File: src/rtl/rails_multi.sv
// Multi-channel rail-yard checker: CH departure orders are tested against one LIFO siding.
// Optional status outputs (busy, fail_idx) are enabled by defining RAILS_STATUS_EN.
module rails_multi #(
  parameter int DW    = 4,
  parameter int MAX_N = 10,
  parameter int CH    = 2
) (
  input  logic             clk,
  input  logic             reset,
  input  logic [DW-1:0]    number,
  input  logic [CH*DW-1:0] data,
  output logic             valid,
  output logic [CH-1:0]    result
`ifdef RAILS_STATUS_EN
  ,
  output logic             busy,
  output logic [CH*DW-1:0] fail_idx
`endif
);

  // Counters must hold n+1 (next train to push), so one bit wider than an id.
  localparam int CW = DW + 1;
  localparam int AW = (MAX_N > 1) ? $clog2(MAX_N) : 1;

  typedef enum logic [1:0] {S_NUM, S_LOAD, S_CHECK, S_OUT} state_e;

  state_e            state_q, state_d;
  logic [DW-1:0]     n_q, n_d;
  logic              ovf_q, ovf_d;
  logic [CW-1:0]     load_q, load_d;
  logic [DW-1:0]     order_q [CH][MAX_N];
  logic [DW-1:0]     order_d [CH][MAX_N];
  logic [DW-1:0]     stack_q [CH][MAX_N];
  logic [DW-1:0]     stack_d [CH][MAX_N];
  logic [CW-1:0]     sp_q   [CH];
  logic [CW-1:0]     sp_d   [CH];
  logic [CW-1:0]     idx_q  [CH];
  logic [CW-1:0]     idx_d  [CH];
  logic [CW-1:0]     next_q [CH];
  logic [CW-1:0]     next_d [CH];
  logic [CH-1:0]     fail_q, fail_d;
  logic              valid_q, valid_d;
  logic [CH-1:0]     result_q, result_d;
  logic [CH-1:0]     done;
  logic              all_done;
  logic              ovf_now;
`ifdef RAILS_STATUS_EN
  logic              busy_q, busy_d;
  logic [CH*DW-1:0]  fail_idx_q, fail_idx_d;
`endif

  assign ovf_now = {1'b0, number} > CW'(MAX_N);

  // NOTE: every variable gets a default at the top of always_comb so no path infers a latch.
  always_comb begin
    state_d  = state_q;
    n_d      = n_q;
    ovf_d    = ovf_q;
    load_d   = load_q;
    order_d  = order_q;
    stack_d  = stack_q;
    sp_d     = sp_q;
    idx_d    = idx_q;
    next_d   = next_q;
    fail_d   = fail_q;
    valid_d  = 1'b0;
    result_d = result_q;
`ifdef RAILS_STATUS_EN
    fail_idx_d = fail_idx_q;
`endif

    for (int c = 0; c < CH; c++) begin
      done[c] = ovf_q | fail_q[c] | (idx_q[c] == CW'(n_q));
    end
    all_done = &done;

    case (state_q)
      S_NUM: begin
        n_d    = number;
        ovf_d  = ovf_now;
        load_d = '0;
        fail_d = '0;
        for (int c = 0; c < CH; c++) begin
          sp_d[c]   = '0;
          idx_d[c]  = '0;
          next_d[c] = CW'(1);
        end
        state_d = (number == '0 || ovf_now) ? S_CHECK : S_LOAD;
      end

      S_LOAD: begin
        for (int c = 0; c < CH; c++) begin
          order_d[c][AW'(load_q)] = data[c*DW +: DW];
        end
        load_d = load_q + CW'(1);
        if (load_d == CW'(n_q)) state_d = S_CHECK;
      end

      S_CHECK: begin
        if (all_done) begin
          state_d = S_OUT;
          valid_d = 1'b1;
          for (int c = 0; c < CH; c++) begin
            result_d[c] = ~ovf_q & (idx_q[c] == CW'(n_q));
`ifdef RAILS_STATUS_EN
            // A failed channel freezes idx, so it still names the failing position here.
            fail_idx_d[c*DW +: DW] = fail_q[c] ? DW'(idx_q[c]) : '0;
`endif
          end
        end else begin
          for (int c = 0; c < CH; c++) begin
            if (!done[c]) begin
              if (sp_q[c] != '0 &&
                  stack_q[c][AW'(sp_q[c] - CW'(1))] == order_q[c][AW'(idx_q[c])]) begin
                sp_d[c]  = sp_q[c] - CW'(1);
                idx_d[c] = idx_q[c] + CW'(1);
              end else if (next_q[c] <= CW'(n_q)) begin
                stack_d[c][AW'(sp_q[c])] = DW'(next_q[c]);
                sp_d[c]   = sp_q[c] + CW'(1);
                next_d[c] = next_q[c] + CW'(1);
              end else begin
                fail_d[c] = 1'b1;
              end
            end
          end
        end
      end

      S_OUT:   state_d = S_NUM;
      default: state_d = S_NUM;
    endcase

`ifdef RAILS_STATUS_EN
    busy_d = (state_d == S_LOAD) || (state_d == S_CHECK);
`endif
  end

  // NOTE: sequential state uses non-blocking assignments so all flops update together.
  always_ff @(posedge clk) begin
    if (reset) begin
      state_q  <= S_NUM;
      n_q      <= '0;
      ovf_q    <= 1'b0;
      load_q   <= '0;
      sp_q     <= '{default: '0};
      idx_q    <= '{default: '0};
      next_q   <= '{default: '0};
      fail_q   <= '0;
      valid_q  <= 1'b0;
      result_q <= '0;
`ifdef RAILS_STATUS_EN
      busy_q     <= 1'b0;
      fail_idx_q <= '0;
`endif
    end else begin
      state_q  <= state_d;
      n_q      <= n_d;
      ovf_q    <= ovf_d;
      load_q   <= load_d;
      sp_q     <= sp_d;
      idx_q    <= idx_d;
      next_q   <= next_d;
      fail_q   <= fail_d;
      valid_q  <= valid_d;
      result_q <= result_d;
`ifdef RAILS_STATUS_EN
      busy_q     <= busy_d;
      fail_idx_q <= fail_idx_d;
`endif
    end
    // NOTE: order/stack storage is left out of reset; sp/idx/load gate every read of it.
    order_q <= order_d;
    stack_q <= stack_d;
  end

  assign valid  = valid_q;
  assign result = result_q;
`ifdef RAILS_STATUS_EN
  assign busy     = busy_q;
  assign fail_idx = fail_idx_q;
`endif

endmodule

File: config.mk
export PLATFORM = sky130hd
export DESIGN_NAME = rails_multi
export DESIGN_NICKNAME = d
export VERILOG_FILES = /design/src/rtl/rails_multi.sv
export SDC_FILE = /design/constraint.sdc
export NUM_CORES = 1
export LEC_CHECK = 0
export BUFFER_PORTS_ARGS = -buffer_cell sky130_fd_sc_hd__buf_2
export CAP_MARGIN = 20
export CORE_MARGIN = 10
export CORE_UTILIZATION = 55
export CTS_CLUSTER_SIZE = 40
export DETAILED_ROUTE_END_ITERATION = 7
export GPL_TIMING_DRIVEN = 0
export PLACE_DENSITY = 0.69
export RECOVER_POWER = 25
export SLEW_MARGIN = 15
export SYNTH_ARGS = -nofsm -noshare
export SYNTH_HDL_FRONTEND = slang
export SYNTH_SLANG_ARGS = --single-unit
File: constraint.sdc
create_clock -name clk -period 9.05 [get_ports clk]
set_input_delay 0.4525 -clock clk [delete_from_list [all_inputs] [get_ports clk]]
set_output_delay 0.4525 -clock clk [all_outputs]
set_load 0.03 [all_outputs]
Yosys cells after proc, flatten, opt, wreduce, memory -nomap -nowiden

Cells that the tools add are included.
W data, S select, Z words.

Memory bits (read-only): 0
Memories: 0
Bits in latches: 0
Word-level logic and storage cells: 203
Memory bits (writable): 0
Bits in registers: 207
Output and inout port bits: 3

Multipliers: 0
Shifts and indexed selects: 0
Reduce and logical (&&, ||, !) cells: 26
Eq/ne operators: 23
Divide/modulo/power cells: 0
Bitwise operators: 20
$add $sub $neg: 9
Magnitude comparators: 13
Mux-type cells: 58

Operator list:

| cell                  | count |
|---|---|
| $bwmux W40            | 4 |
| $mux W5               | 16 |
| $bmux W4 S4           | 4 |
| $pmux W10 S2          | 3 |
| $demux W4 S4          | 3 |
| $mux W4               | 11 |
| $add A5 B1 Y5 const B | 7 |
| $ge A5 B5 Y1 const B  | 7 |
| $not A4 Y5            | 7 |
| $mux W10              | 3 |
| $reduce_and A5 Y1     | 6 |
| $ne A2 B2 Y1 const B  | 13 |
| $reduce_and A4 Y1     | 4 |
| $eq A5 B4 Y1          | 3 |
| $lt A5 B1 Y1 const B  | 3 |
| $le A5 B4 Y1          | 2 |
| $pmux W5 S2           | 1 |
| $reduce_bool A5 Y1    | 2 |
| $sub A5 B1 Y5 const B | 2 |
| $eq A4 B4 Y1          | 2 |
| $mux W2               | 4 |
| $pmux W2 S4           | 1 |
| $mux W1               | 7 |
| $not A1 Y1            | 7 |
| other kinds (15)      | 27 |

Logic depth before layout (Yosys ltp)

Gate-level depths: netlist (run 1).

Word-level depth: 11
Depth in mapped cells: 15
Gate-level depth less buffers: 11

Least setup slack after synthesis (run 1)

No wires, ideal clock.

Kind: register to register
Start point: reg sp_q[0] in the netlist's numbering
End point: reg stack_q[0] in the netlist's numbering, enable pin
Stages on the path, launching flop included: 13
Required time: 8,739 ps
Arrival time: 3,356 ps
Setup time: 311 ps
Period minus slack after synthesis: 3,667 ps
Slack: 5,383 ps
Cells stage by stage: dfxtp_1 > buf_6 > buf_4 > inv_1 > ha_1 > clkbuf_1 > mux4_2 > a22oi_1 > o21ai_0 > xor2_1 > nor4_4 > nor3_1 > and4b_1

Word-level cells in the longest chain between the ends: 9
Elaborated cells on any way between the ends: 10
Those cells by class: 1 x add/sub; 1 x eq/ne; 3 x mux; 2 x bitwise; 3 x reduce/logical

Ends and longest elaborated chain:

| what                                       | RTL line | text |
|---|---|---|
| start: declaration                         | 35       | `logic [CW-1:0] sp_q [CH];` |
| start signal: assignment                   | 160      | `sp_q <= sp_d;` |
| $sub A5 B1 Y5                              | n/a      |  |
| $not A4 Y5 (implied by the code)           | 114      | `stack_q[c][AW'(sp_q[c] - CW'(1))] == order_q[c][AW'(idx_q[c])]) begin` |
| $bmux W4 S4                                | 114      |  |
| $mux W4 (implied by the code) (2 in a row) | 114      |  |
| $eq A4 B4 Y1                               | 114      |  |
| $logic_and A1 B1 Y1 *                      | 113      | `if (sp_q[c] != '0 &&` |
| $not A1 Y1 (no source line) *              | n/a      |  |
| $reduce_and A5 Y1 (no source line) *       | n/a      |  |
| end signal: assignment                     | 173      | `stack_q <= stack_d;` |
| end: declaration                           | 33       | `logic [DW-1:0] stack_q [CH][MAX_N];` |

Mark *: on every way between the ends. The rest lies on a longest branch, timed or not. The select of a mux whose other input is x is not followed.
A chain may end at the register's enable or synchronous reset.

Final worst setup path (run 1)

Same ends and word-level chain as after synthesis.

==> results of run 1 <==
-- tightest hold or removal path, stage by stage --
cell	delay [ns]
sky130_fd_sc_hd__buf_2	0.12
sky130_fd_sc_hd__mux2i_1	0.07
sky130_fd_sc_hd__nor2_1	0.07
-- metal layers --
metal,global-route usage [%],up-vias
li1,-,3059
met1,22.69,3182
met2,30.35,205
met3,2.929,45
met4,4.633,0
met5,0,-
-- registers in the layout, indices dropped and copies added, names as in the netlist --
register,flops
n_q,4
state_q,2
valid,1
ovf_q,1
idx_q,10
load_q,5
sp_q,10
fail_q,2
result,2
stack_q,80
order_q,80
next_q,10
-- kinds of logic after synthesis --
logic type / count (synthesis) / share of synthesized area (%)
xor gates and xnor gates: 25 / 2.226
muxes: 76 / 10.48
buffers and inverters: 70 / 3.168
DFF: 207 / 58.42
and+or+nand+nor: 246 / 13.38
AOI/OAI and AO/OA: 124 / 8.626
adders and majority gates: 29 / 3.690
-- through the flow --
stage / hold slack (ns) / cell area [µm²] / power, mW / utilization [%]
after floorplan: 0.4416 / 9834 / 1.607 / -
after global placement: 0.4686 / 10200 / 1.757 / 58.54
after detailed placement: 0.4707 / 10240 / 1.783 / 58.79
after CTS: 0.2312 / 10900 / 2.618 / 62.60
after global routing: 0.2603 / 10890 / 2.736 / 62.54
final: 0.2609 / 10890 / 2.613 / 62.54
-- report_power, final --
group | leakage [nW] | total, mW | internal [mW] | switching, mW
registers | 1.85 | 1.13 | 1.08 | 0.0496
logic | 1.51 | 0.643 | 0.240 | 0.403
clock network | 0.320 | 0.840 | 0.492 | 0.348
-- worst paths after layout --
path | cells after the start | endpoint | from | slack (ns)
min reg2reg | 2 | next_q[9]$_SDFFE_PP0P_ | next_q[9]$_SDFFE_PP0P_ | 0.48
max | 12 | stack_q[0]$_DFFE_PP_ | sp_q[0]$_SDFFE_PP0P_ | 4.35
max reg2reg | 12 | stack_q[0]$_DFFE_PP_ | sp_q[0]$_SDFFE_PP0P_ | 4.35
min | 3 | n_q[3]$_SDFFE_PP0P_ | number[3] | 0.26
-- final cells by class --
class                      instances  area, µm²
fill                            1343       6524
tap                              225      281.5
clock buffer                      26      554.3
timing repair buffer              19      92.59
clock inverter                    11      110.1
buffer                            50      236.5
inverter                          20      75.07
multi-input combinational        500       3797
sequential                       207       5746
-- layout by cell type, fill, tap and decap left out, drive strengths merged, types with 27 or more instances in the layout --
cell,count
a21oi,29
buf,33
clkbuf,62
dfxtp,47
edfxtp,160
ha,29
mux2i,40
nand2,39
nand3,27
nor2,60
==> impl_metrics.tcl, run 1 <==
set metrics [dict create \
    outcome "complete, no violations" \
    critical_path_buf_inv_count 4 \
    post_route_setup_tns_ns 0 \
    drv_cap 0 \
    synth.avg_cell_area_um2 12.66 \
    cp_max_delay_cell "sky130_fd_sc_hd__nor3_1" \
    maxSlewHeadroom_pct 25.86 \
    n_antenna_cell 0 \
    ys.warnings.count 0 \
    power.density_nw_per_um2 239.9 \
    met3RoutedLength_mm 1.095 \
    post_drt_via_cell_ratio 6.135 \
    dieArea_um2 23630 \
    critPathTopFamily "simple AND/OR/NAND/NOR gates" \
    synth_largest_type_area_fraction_pct 48.85 \
    synth_commonest_cells "sky130_fd_sc_hd__edfxtp_1 (160), sky130_fd_sc_hd__nor2_1 (60), sky130_fd_sc_hd__dfxtp_1 (47)" \
    htree_num_levels 1 \
    clockBufferDepth 3 \
    detailedPlacementHpwl_mm 15.09 \
    netlist.top_cell.by_area "sky130_fd_sc_hd__edfxtp_1" \
    worst-endpoint-required_ns 9.23 \
    cts_resized 0 \
    area_delta_synth_final_pct 10.76 \
    cts_tree "done" \
    cts_sinks 207 \
    grt_antenna_before_repair 0 \
    worstSetupStartpointType "flip-flop" \
    setup_slack_ns 4.354 \
    area_of_the_mapped_netlist_um2 9834 \
    worst-setup-path-type "reg -> reg" \
    drt_pass_1_iters 5 \
    cts_buffers 21 \
    gp_congestion 0.8805 \
    coreArea_um2 17420 \
    synth_seq_area_share_pct 58.42 \
    dieHeight_um 153.7 \
    wire_length_of_the_first_global_routing_pass_mm 34.49 \
    postSynthCellCount 777 \
    total_vias_in_the_final_route 6491 \
    port_buffers 16 \
    power_leakage_nw 3.674 \
    synthFlopType "sky130_fd_sc_hd__edfxtp_1" \
    cts.hold.buffers_added 0 \
    timing.final.hold_violations 0 \
    grtUsageTotal_pct 17.69 \
    grt_setup_unrepaired "false" \
    drive_gt1_share_pct 13.21 \
    num-nets-final 862 \
    synthTopCellsByArea "sky130_fd_sc_hd__edfxtp_1 (49%), sky130_fd_sc_hd__dfxtp_1 (9.6%), sky130_fd_sc_hd__mux4_2 (4.6%)" \
    clock-skew-final_ns 0.009025 \
    cell_with_the_most_instances_after_synthesis "sky130_fd_sc_hd__edfxtp_1" \
    async_flop_share_pct 0 \
    die_width_um 153.7 \
    wl_per_cell_um 20.43 \
    ant_nets 0 \
    critPathMaxStageDelay_ns 0.75 \
    period_minus_slack_ns 4.696 \
    transition_time_at_the_pin_with_the_least_slew_margin_ns 1.108 \
    clk_pin_slew_worst_paths_ns 0.06 \
    detail_route.iter0.violations 700 \
    synth-edff-count 160 \
    drc 0 \
    clock_tree.root_cell "sky130_fd_sc_hd__clkbuf_16" \
    maximum_vdd_drop_uv 201.5 \
    initial_utilization_pct 56.47 \
    holdCritPathClass "in -> reg" \
    route.final.wire_length_mm 21.62 \
    met2RoutedLength_mm 10.73 \
    cp_cell_sequence "buf_6 -> buf_4 -> inv_1 -> ha_1 -> clkbuf_1 -> mux4_2 -> a22oi_1 -> o21ai_0 -> xor2_1 -> nor4_4 -> nor3_1 -> and4b_1" \
    clock_insertion_delay_worst_skew_ns 0.50 \
    timing.critical_path.arrival_ns 4.88 \
    placed_cells 1021 \
    post_synth_cell_types 70 \
    cell_rows 48 \
    highest_layer "met4" \
    report.final.slew_viol_count 0 \
    ioPinCount 17 \
    yosys_register_bits 207 \
    cp-end-kind "flip-flop" \
    pre_cts_ws_ns 4.359 \
    via_count_of_the_first_global_routing_pass 6533 \
    total_congestion_overflow_after_global_routing 0 \
    final_cell_count_no_fill 1058 \
    final.period_utilization_pct 51.89 \
    maximum_number_of_pins_on_one_net_before_global_route_repair 16 \
    fmax_ghz 0.2129 \
    drt-met1-wl_mm 9.403 \
    worst-path-max-fanout 10 \
    syn_nets 820 \
    cts_setup_buffers 0 \
    setup_violations 0 \
]
Power figures use the tool's default switching activity.
==> run 2: changes to the inputs <==
Settings changed: ABC_AREA set to 1, PLACE_DENSITY 0.69 to 0.72.
Clock period 9.05 ns to 4 ns, I/O delays scaled along.
==> run 2 against run 1 <==
  * Non-clock buffer count fell by 14
  * Final area is 3.5% higher
  * Register-to-register slack worse by 4.0 ns
  * Critical endpoint is now stack_q[43]$_DFFE_PP_
==> impl_metrics.tcl, run 2 <==
set metrics [dict create \
    outcome "complete, no violations" \
    clock_tree.root_cell "sky130_fd_sc_hd__clkbuf_16" \
    route.final.wire_length_mm 21.95 \
    worst_hold_startpoint "number[3]" \
    drt-met1-wl_mm 10.10 \
    cts_tree "done" \
    timing.final.hold_violations 0 \
    synth_xor_xnor_area_share_pct 2.585 \
    met3RoutedLength_mm 1.078 \
    design_power_total_mw 6.765 \
    coreArea_um2 18150 \
    area_delta_synth_final_pct 10.41 \
    clk_pin_slew_worst_paths_ns 0.06 \
    fmax_ghz 0.2762 \
    highest_layer "met4" \
    synth.avg_cell_area_um2 9.493 \
    synth_compound_area_share_pct 5.451 \
    dieHeight_um 156.3 \
    worst-endpoint-required_ns 4.13 \
    die_width_um 156.3 \
    synth_largest_type_area_fraction_pct 47.04 \
    detail_route.iter0.violations 508 \
    synth_top_family_by_area "simple AND/OR/NAND/NOR gates" \
    cts_sinks 207 \
    grtUsageTotal_pct 18.01 \
    ys.warnings.count 0 \
    synthMuxAreaShare_pct 0.6859 \
    worst-setup-path-type "reg -> reg" \
    grt_antenna_before_repair 0 \
    gp_congestion 0.8529 \
    post_synth_cell_types 46 \
    worst-path-max-fanout 12 \
    crit_path_start "sp_q[5]$_SDFFE_PP0P_" \
    synthTopCellsByArea "sky130_fd_sc_hd__edfxtp_1 (47%), sky130_fd_sc_hd__nand2_1 (9.6%), sky130_fd_sc_hd__dfxtp_1 (9.2%)" \
    drv_cap 0 \
    port_buffers 15 \
    clock_insertion_delay_worst_skew_ns 0.50 \
    synth_seq_area_share_pct 56.25 \
    synthSimpleGateAreaFrac_pct 25.39 \
    initial_utilization_pct 56.29 \
    critPathMaxStageDelay_ns 0.50 \
    n_antenna_cell 0 \
    adder_and_majority_gate_portion_of_the_synthesized_area_pct 3.552 \
    yosys_register_bits 207 \
    async_flop_share_pct 0 \
    report.final.slew_viol_count 0 \
    cp_cell_sequence "inv_2 -> buf_2 -> ha_1 -> clkbuf_1 -> nand3_1 -> nand3_1 -> nand3_1 -> nand2_1 -> nand2_1 -> nand2_2 -> nor2_8 -> nand3_4 -> nand2_2 -> inv_2 -> nand2_1 -> nor3_1" \
    maximum_number_of_pins_on_one_net_before_global_route_repair 17 \
    dieArea_um2 24420 \
    grt_setup_unrepaired "false" \
    cts_resized 0 \
    num-nets-final 1163 \
    period_minus_slack_ns 3.621 \
    post_drt_via_cell_ratio 5.471 \
    post_route_setup_tns_ns 0 \
    maximum_vdd_drop_uv 388.1 \
    worst_r2r_endpoint "stack_q[43]$_DFFE_PP_" \
    worstSetupStartpointType "flip-flop" \
    power_leakage_nw 4.496 \
    drc 0 \
    ant_nets 0 \
    area_of_the_mapped_netlist_um2 10210 \
    wl_per_cell_um 16.08 \
    leading_cell_type_in_the_layout_fill_and_taps_excluded "sky130_fd_sc_hd__nand2_1" \
    wire_length_of_the_first_global_routing_pass_mm 35.51 \
    detailedPlacementHpwl_mm 15.35 \
    biggest_regs "order_q: 80 flops, stack_q: 80 flops" \
    ioPinCount 17 \
    met2RoutedLength_mm 10.20 \
    syn_nets 1119 \
    r2r.worst_path.cells 16 \
    setup.worst_path.end "stack_q[43]$_DFFE_PP_" \
    setup_violations 0 \
    layout_common_cells "sky130_fd_sc_hd__nand2_1 (260), sky130_fd_sc_hd__edfxtp_1 (160), sky130_fd_sc_hd__nand3_1 (144), sky130_fd_sc_hd__inv_1 (89), sky130_fd_sc_hd__nor2_1 (78)" \
    cts_buffers 22 \
    total_congestion_overflow_after_global_routing 0 \
    reg2reg_slack_ns 0.38 \
    power.density_nw_per_um2 599.9 \
    maxSlewHeadroom_pct 43.23 \
    clock-skew-final_ns 0.01195 \
    total_vias_in_the_final_route 7468 \
    clockBufferDepth 3 \
    final.period_utilization_pct 90.52 \
    holdCritPathClass "in -> reg" \
    cp-end-kind "flip-flop" \
    drive_gt1_share_pct 11.09 \
    via_count_of_the_first_global_routing_pass 6975 \
    worst_r2r_startpoint "sp_q[5]$_SDFFE_PP0P_" \
    synthFlopType "sky130_fd_sc_hd__edfxtp_1" \
    drt_pass_1_iters 5 \
    postSynthCellCount 1076 \
    htree_num_levels 1 \
    synth-edff-count 160 \
    cp_max_delay_cell "sky130_fd_sc_hd__nor3_1" \
    transition_time_at_the_pin_with_the_least_slew_margin_ns 0.8485 \
    timing.critical_path.arrival_ns 3.75 \
    netlist.top_cell.by_area "sky130_fd_sc_hd__edfxtp_1" \
    cell_with_the_most_instances_after_synthesis "sky130_fd_sc_hd__nand2_1" \
    synth_commonest_cells "sky130_fd_sc_hd__nand2_1 (260), sky130_fd_sc_hd__edfxtp_1 (160), sky130_fd_sc_hd__nand3_1 (144)" \
    cell_rows 49 \
]
-- run 2: cell count changes after synthesis, moves of 17 or more --
cell / change
sky130_fd_sc_hd__clkbuf_1: -20
sky130_fd_sc_hd__nand3_1: +117
sky130_fd_sc_hd__nand2_1: +221
sky130_fd_sc_hd__mux4_2: -20
sky130_fd_sc_hd__nor2_1: +18
sky130_fd_sc_hd__inv_2: +17
sky130_fd_sc_hd__inv_1: +70
sky130_fd_sc_hd__mux2i_1: -33
-- run 2: critical path: cells and delay by family (launching register included) --
kind | cells | cell delay [ns]
flip-flops | 1 | 0.46
buffers and inverters | 4 | 0.80
AND/OR/NAND/NOR | 11 | 1.62
adder cells (fa/ha/maj) | 1 | 0.36
-- run 2: power by group --
part / internal, mW / switching, mW / total, mW
Clock: 1.06 / 0.790 / 1.85
Sequential: 2.52 / 0.185 / 2.70
Combinational: 0.697 / 1.51 / 2.21
-- run 2: cells by family (layout without fill, tap and decap cells) --
logic type,after synthesis,count (layout)
flops,207,207
xor+xnor,25,25
simple gates,561,561
fa+ha+maj,29,29
compound gates,100,100
buf+inv,147,207
mux,7,7
-- run 2: layer usage --
layer | track usage [%] | vias up
met5 | 0 | -
met3 | 2.248 | 42
li1 | - | 3752
met2 | 29.28 | 200
met1 | 24.35 | 3474
met4 | 6.562 | 0
-- run 2: area by class of cell --
class,count,area (µm²)
inverters,112,422.9
clock buffers,31,605.6
plain buffers,35,198.9
flip-flops and latches,207,5746
multi-input cells,722,3857
well taps,229,286.5
clock inverters,9,53.80
repair buffers,20,107.6
fillers,1471,6869
-- run 2: what timing repair did --
action,CTS,global route
hold buffers,3,0
buffers inserted,0,0
hold endpoints to repair,12,0
-- run 2: worst min-delay path by stage --
stage | depth (start not counted) | endpoint | slack, ns
final | 3 | n_q[3]$_SDFFE_PP0P_ | 0.02
after global routing | 3 | n_q[3]$_SDFFE_PP0P_ | 0.05
after CTS | 1 | order_q[54]$_DFFE_PP_ | 0.0002
after detailed placement | 2 | fail_q[0]$_SDFFE_PP0P_ | 0.45
after global placement | 2 | fail_q[0]$_SDFFE_PP0P_ | 0.44
after floorplan | 0 | order_q[0]$_DFFE_PP_ | 0.30
-- run 2: stage by stage --
step	util (%)	worst slack, ns	hold slack (ns)	cell area [µm²]	cells
global placement	58.28	0.5059	0.4439	10580	1320
detailed placement	58.40	0.4437	0.4495	10600	1322
CTS	62.20	0.4196	0.0002297	11290	1365
floorplan	-	1.203	0.2989	10210	1076
finish	62.15	0.3793	0.01645	11280	1365
global route	62.15	0.09991	0.04898	11280	1365
